### config.mk
export PLATFORM = sky130hd
export DESIGN_NAME = iguana_hyper_cfg_init
export DESIGN_NICKNAME = d
export VERILOG_FILES = /design/src/rtl/iguana_hyper_cfg_init.sv
export SDC_FILE = /design/constraint.sdc
export NUM_CORES = 1
export LEC_CHECK = 0
export ABC_CLOCK_PERIOD_IN_PS = 2800
export CAP_MARGIN = 20
export CORE_AREA = 5 5 92 94
export DETAILED_ROUTE_END_ITERATION = 8
export DIE_AREA = 0 0 97 99
export GPL_TIMING_DRIVEN = 1
export PLACE_DENSITY = 0.69
export SLEW_MARGIN = 40
export SYNTH_ARGS = -nofsm -noshare
export SYNTH_HDL_FRONTEND = slang
export SYNTH_SLANG_ARGS = --single-unit
### constraint.sdc
create_clock -name clk_i -period 2.8 [get_ports clk_i]
set_input_delay 0.56 -clock clk_i [delete_from_list [all_inputs] [get_ports clk_i]]
set_output_delay 0.56 -clock clk_i [all_outputs]
set_load 0.005 [all_outputs]
### src/rtl/iguana_hyper_cfg_init.sv
// Boot-time Hyperbus register initialiser: replays a fixed table of writes,
// then passes the upstream register bus straight through.
module iguana_hyper_cfg_init #(
  parameter int unsigned AddrWidth = 48,
  parameter int unsigned DataWidth = 32,
  parameter int unsigned NumInit   = 4,
  parameter logic [(NumInit>0?NumInit:1)-1:0][AddrWidth-1:0] InitAddr = '0,
  parameter logic [(NumInit>0?NumInit:1)-1:0][DataWidth-1:0] InitData = '0
) (
  input  logic                   clk_i,
  input  logic                   rst_i,
  input  logic                   reinit_i,
  input  logic                   slv_valid_i,
  input  logic                   slv_write_i,
  input  logic [AddrWidth-1:0]   slv_addr_i,
  input  logic [DataWidth-1:0]   slv_wdata_i,
  input  logic [DataWidth/8-1:0] slv_wstrb_i,
  output logic                   slv_ready_o,
  output logic [DataWidth-1:0]   slv_rdata_o,
  output logic                   slv_error_o,
  output logic                   mst_valid_o,
  output logic                   mst_write_o,
  output logic [AddrWidth-1:0]   mst_addr_o,
  output logic [DataWidth-1:0]   mst_wdata_o,
  output logic [DataWidth/8-1:0] mst_wstrb_o,
  input  logic                   mst_ready_i,
  input  logic [DataWidth-1:0]   mst_rdata_i,
  input  logic                   mst_error_i,
  output logic                   init_done_o,
  output logic                   init_error_o
);

  localparam int unsigned IdxW = (NumInit > 1) ? $clog2(NumInit) : 1;
  localparam logic [IdxW-1:0] IdxLast =
    IdxW'((NumInit > 0) ? NumInit - 1 : 0);

  typedef enum logic [1:0] {
    IDLE = 2'd0,
    INIT = 2'd1,
    DONE = 2'd2
  } state_e;

  state_e          state_q, state_d;
  logic [IdxW-1:0] idx_q, idx_d;
  logic            err_q, err_d;

  always_ff @(posedge clk_i or posedge rst_i) begin
    if (rst_i) begin
      state_q <= IDLE;
      idx_q   <= '0;
      err_q   <= 1'b0;
    end else begin
      state_q <= state_d;
      idx_q   <= idx_d;
      err_q   <= err_d;
    end
  end

  always_comb begin
    state_d     = state_q;
    idx_d       = idx_q;
    err_d       = err_q;
    mst_valid_o = 1'b0;
    mst_write_o = 1'b0;
    mst_addr_o  = '0;
    mst_wdata_o = '0;
    mst_wstrb_o = '0;
    slv_ready_o = 1'b0;
    slv_rdata_o = '0;
    slv_error_o = 1'b0;
    unique case (state_q)
      IDLE: begin
        idx_d   = '0;
        state_d = (NumInit > 0) ? INIT : DONE;
      end
      INIT: begin
        mst_valid_o = 1'b1;
        mst_write_o = 1'b1;
        mst_addr_o  = InitAddr[idx_q];
        mst_wdata_o = InitData[idx_q];
        mst_wstrb_o = '1;
        if (mst_ready_i) begin
          if (mst_error_i) err_d = 1'b1;
          if (idx_q == IdxLast) begin
            state_d = DONE;
            idx_d   = '0;
          end else begin
            idx_d = idx_q + IdxW'(1);
          end
        end
      end
      DONE: begin
        mst_valid_o = slv_valid_i;
        mst_write_o = slv_write_i;
        mst_addr_o  = slv_addr_i;
        mst_wdata_o = slv_wdata_i;
        mst_wstrb_o = slv_wstrb_i;
        slv_ready_o = mst_ready_i;
        slv_rdata_o = mst_rdata_i;
        slv_error_o = mst_error_i;
        // Only replay between upstream transfers so none is torn.
        if (reinit_i && !slv_valid_i) begin
          state_d = IDLE;
          err_d   = 1'b0;
        end
      end
      default: state_d = IDLE;
    endcase
  end

  assign init_done_o  = (state_q == DONE);
  assign init_error_o = err_q;

endmodule

* Yosys cells after proc, flatten, opt, wreduce, memory -nomap -nowiden
Index checks and enable logic that the tools add are counted.
** Word-level totals
- ROM bits :: 0
- Word-level logic and storage cells :: 43
- Memories kept :: 0
- Register bits :: 5
- Latch bits :: 0
- Output and inout port bits :: 122
- Bits of input ports :: 123
- Bits in writable memories :: 0
** Cells by class
- Equality and inequality tests :: 7
- Reductions and logical operators :: 8
- Divide/modulo/power cells :: 0
- Mux-type cells :: 23
- Order comparisons :: 1
- Shift-type cells :: 0
- Multiply operators :: 0
- Bitwise gates (word level) :: 0
- $add $sub $neg :: 1
** Operators by type and width (number)
- binary-select mux 48 bit (select 2 bit) :: 1
- one-hot mux 48 bit (2 select lines) :: 1
- binary-select mux 32 bit (select 2 bit) :: 1
- two-way mux 32 bit :: 2
- one-hot mux 32 bit (2 select lines) :: 1
- two-way mux 48 bit :: 1
- two-way mux 2 bit :: 5
- one-hot mux 4 bit (2 select lines) :: 1
- != test 2 bit, second input constant :: 3
- one-hot mux 1 bit (2 select lines) :: 3
- one-hot mux 2 bit (3 select lines) :: 1
- two-way mux 1 bit :: 5
- == test 2 bit, second input constant :: 2
- one-hot mux 2 bit (2 select lines) :: 1
- AND reduction 4 bit :: 1
- nonzero test 2 bit :: 2
- < comparator 2 x 3 -> 1 bit, second input constant :: 1
- AND reduction 3 bit :: 1
- adder 2 x 1 -> 2 bit, second input constant :: 1
- == test 2 x 1 -> 1 bit, second input constant :: 1
- zero test 2 bit :: 1
- != test 2 x 1 -> 1 bit, second input constant :: 1
- AND reduction 2 bit :: 1
- logical AND 1 bit :: 1
- zero test 1 bit :: 1

* Logic depth before layout (Yosys ltp)
- Word-level depth :: 4
- Gate-level depth with buffers :: 5
- Gate-level depth less buffers :: 5

* Least setup slack after synthesis
OpenSTA, ideal clock, no wires.
- Kind :: reg-to-output
- From :: register state_q[0]
- To :: output port mst_addr_o[0]
- Path slack :: 1.031 ns
- Stages on the path, launching flop included :: 6
- Path buffers :: 2
- Data required time :: 2.240 ns
- Arrival time :: 1.209 ns
- Cells stage by stage :: dfrtp_1 inv_1 ha_1 buf_2 clkbuf_1 and2_1
** Between the ends
- Cells in the longest elaborated chain, start to end :: 2
- Elaborated cells between the ends (all ways) :: 3
- Those cells by class :: 2 x eq/ne; 1 x mux
** RTL lines
- start, declared :: line 43 : state_e state_q, state_d;
- start signal, assigned :: line 53 : state_q <= state_d;
- == test 2 bit or == test 2 x 1 -> 1 bit (tied branches) :: line 71 : unique case (state_q)
- one-hot mux 48 bit (2 select lines) * :: line 71
- end, declared :: line 23 : output logic [AddrWidth-1:0] mst_addr_o,
Mark *: on every way between the ends. The rest lies on a longest branch, timed or not.

* Worst setup path in the final report
- From :: register state_q[0]
- To :: output port mst_wdata_o[28]
** Between the ends
- Cells in the longest elaborated chain, start to end :: 2
- Elaborated cells between the ends (all ways) :: 3
- Those cells by class :: 2 x eq/ne; 1 x mux
** RTL lines
- == test 2 bit or == test 2 x 1 -> 1 bit (tied branches) :: line 71
- one-hot mux 32 bit (2 select lines) * :: line 71
- end, declared :: line 24 : output logic [DataWidth-1:0] mst_wdata_o,
Marked as above.

==> results.md <==
- The die is 99 um tall.
- The routed layout has 1919 vias.
- The number of clock sinks seen by CTS is 5.
- The most critical setup path has its endpoint at mst_wdata_o[28].
- The hold buffer count at cts is 0.
- The netlist uses 17 different library cells.
- The startpoint identified for the worst register-to-register timing path is state_q[1].
- Clock skew on the completed layout was measured at 0.00135 ns.
- The CTS tree is yes.
- Cells with a size suffix above 1 make up 3.47% of the layout.
- After routing the design area is 3810 sq um.
- The net count after synthesis is 296.
- The average wire per cell in the routed design is 13.9 um.
- After detailed routing, the number of remaining DRC violations is 0.
- In the global route stage, overall resource usage came out at 13.2%.
- The post-synth design cell area is 1200 sq um.
- The class of the most critical hold timing path is flip-flop to flip-flop.
- After floorplanning, the core was divided into 32 placement rows.
- The sum of net half-perimeters after detailed placement is 6380 um.
- The post-placement cell area is 3760 sq um.
- Together, buffers and inverters on the worst path number 3.
- The die is 97 um wide.
- The detailed-route wire length is 7020 um.
- The critical path start-end classification is flip-flop to output port.
- Across the run, the number of max-cap violations was 0.
- The worst setup path is captured at an output port.
- Setup violations remaining at the end of the flow were counted as 0.
- The synthesis-to-layout area growth is 217%.
- The delay of the slowest cell on the worst path is 0.53 ns.
- After routing, the total negative slack on setup checks comes to 0 ns.
- The final critical path time including I/O delays and setup is 2.61 ns.
- The die covers 9600 sq um.
- The worst path meets setup with 0.188 ns of slack.
- The gate family responsible for the most delay along the worst path is buffers and inverters.
- Port buffering added 244 buffers.
- The critical path starts at state_q[0].
- The capture point of the worst reg-to-reg path is state_q[1].
- The slowest cell on the critical path is clkdlybuf4s50_1.
- In this run the register-to-register setup slack is 1.18 ns.
- The post-synthesis cell type with the largest combined area is and2_1.
- After synthesis, flip-flops and latches occupy 10.4% of the total area.
- The first-pass iteration count of the detailed router is 4.
- Counting every instance in the synthesized netlist gives 167.
- For this configuration, the core starts out at a cell density of 15.9%.
- Data on the critical path arrives at its endpoint at 2.05 ns.
- The power density over the cells is 547 nW/um^2.
- The global-route wire length before repair is 10400 um.
- The number of max-slew violations in the final report is 0.
- STA classifies the critical path startpoint as a flip-flop.
- The number of inserted diodes is 0.
- Fill cells in the final layout number 685.
- The core area is 7570 sq um.
- The highest achievable clock rate is 383 MHz.
- In this run the number of cells on the critical path is 5.
- The critical path goes through inv_1 > ha_2 > buf_12 > and2_1 > clkdlybuf4s50_1.
- Across the whole layout, storage elements account for 125 sq um.
- After synthesis, the cell types taking the most area are and2_1 59%, dfrtp_1 10%, ha_1 6.3%.
- At the pin with the least slew margin, the transition time is 0.345 ns.
- Counting the buffers created by CTS gives 3.
- The clock network latency to the later pin of the worst-skew pair is 0.22 ns.
- The top cell type by area accounts for 59.4% of the synthesized area.
- The multi-input combinational cell area is 1010 sq um.
- The number of hold violations in the final report was 0.
- The flow ran to the end, and the final reports show no timing, DRC or antenna violations.
- The DRC violation total after the first TritonRoute iteration is 11.
- Setup repair after global routing left no endpoint under its margin.
- The cell at the root of the clock tree is clkbuf_8.
- The leakage power total is 1.48 nW.
- In this run the mean area of a mapped cell was 7.19 sq um.
- The worst-case IR drop observed on VDD is 390 uV.
- The largest net degree at the start of global routing is 55.
- The number of setup buffers added after CTS is 0.
- In this run the worst path has a maximum fanout of 49.
- The final estimated routing congestion in global placement is 0.862.
- The initial antenna violation count is 0.
- The clock transition at the registers of the reported paths is 0.04 ns.
- The tightest hold path in the finished design has a slack of 0.507 ns.
- The post-layout net count is 534.
- Gates resized during post-CTS repair numbered 0.
- The longest clock path from root to sink contains 2 buffers.
- The number of global-route vias before repair was 1935.
- The worst path required time is 2.24 ns.
- The boundary pin count is 245.
- In the routed layout, each cell is associated on average with a via count of 3.79.
- The final critical path takes up 93.3% of the cycle.
- The total of warnings raised by yosys is 0.
- In this run the tightest slew margin relative to its limit is 77.0%.
- The number of cell instances on the worst register-to-register path is 5.
- CTS built an H-tree with a depth of 1.
- For this run the aggregate overflow at the end of global routing stands at 0.
- The synthesized flop and latch total is 5.
- The count of nets left with antenna violations after detail routing is 0.
- The overall power after layout is 0.00208 W.
- Timing analysis after detailed placement gives a worst setup slack of 0.364 ns.
## stage by stage
stage          utilization [%]  cells
5_1_grt                   50.3    506
6_report                  50.3    506
4_1_cts                   50.3    506
3_3_place_gp              49.7    502
3_5_place_dp              49.7    502
2_1_floorplan                -    167
## flip-flops by register name, summed over array words and instances, names as in the netlist
name	count
idx_q	2
state_q	2
init_error_o	1
## worst reg2reg max path, delay by kind of cell, from the launching register on
kind | cells | cell delay [ns]
flops | 1 | 0.38
mux | 1 | 0.33
fa+ha+maj | 1 | 0.28
compound gates | 1 | 0.24
simple gates | 1 | 0.18
buf+inv | 1 | 0.10
## cell usage after synthesis (all sizes together)
cell	count
a32o	2
clkbuf	12
nor2b	7
o21bai	1
a221oi	1
inv	5
a211oi	1
mux2i	2
a21oi	6
dfrtp	5
ha	6
mux2	2
nand2b	1
and2	114
buf	1
nor2	1
## report_power, final
part           switching [W]  internal [W]  total [W]
registers          0.0000252      0.000103   0.000129
logic               0.000622       0.00120    0.00182
clock network      0.0000342     0.0000977   0.000132
total               0.000682       0.00140    0.00208
## final cells by class
class	instances	area share (%)
timing repair buffer	246	65.2
multi-input combinational	144	26.5
tap	102	3.35
sequential	5	3.29
clock buffer	4	1.18
inverter	5	0.493
## layer usage
| layer | GRT usage, % | part of all wire, % | vias up |
|---|---|---|---|
| li1 | - | - | 980 |
| met1 | 11.9 | 32 | 801 |
| met2 | 27.0 | 55 | 130 |
| met3 | 5.66 | 12 | 8 |
| met4 | 2.48 | 1.4 | 0 |
| met5 | 0 | 0 | - |
## worst min path at each step
stage,slack [ns],end,from,cells after the start
4_1_cts,0.52,idx_q[1],idx_q[1],1
3_3_place_gp,0.48,idx_q[1],idx_q[1],1
3_5_place_dp,0.49,idx_q[1],idx_q[1],1
5_1_grt,0.52,idx_q[1],idx_q[1],1
2_1_floorplan,0.34,idx_q[0],rst_i,1
6_report,0.51,idx_q[1],idx_q[1],1
## layout by cell type (no fill, tap or decap)
cell type,netlist,final
ha_1,6,5
clkbuf_8,0,3
mux2i_1,2,2
inv_1,5,5
a32o_2,2,2
nor2_1,1,1
buf_12,0,2
a211oi_2,1,1
clkbuf_1,12,1
ha_2,0,1
mux2_4,2,2
and2_1,114,114
a21oi_1,6,6
nor2b_4,1,1
o21bai_1,1,1
nand2b_4,1,1
clkdlybuf4s50_1,0,244
nor2b_1,6,6
a221oi_4,1,1
dfrtp_1,5,5
## logic make-up (layout without fill, tap and decap cells)
kind of cell / Yosys count / in the layout / synth area share [%]
simple gates: 123 / 123 / 65.2
buf+inv: 18 / 255 / 5.73
compound gates: 11 / 11 / 8.24
fa+ha+maj: 6 / 6 / 6.26
flops: 5 / 5 / 10.4
mux: 4 / 4 / 4.17
Power figures use the tool's default switching activity.
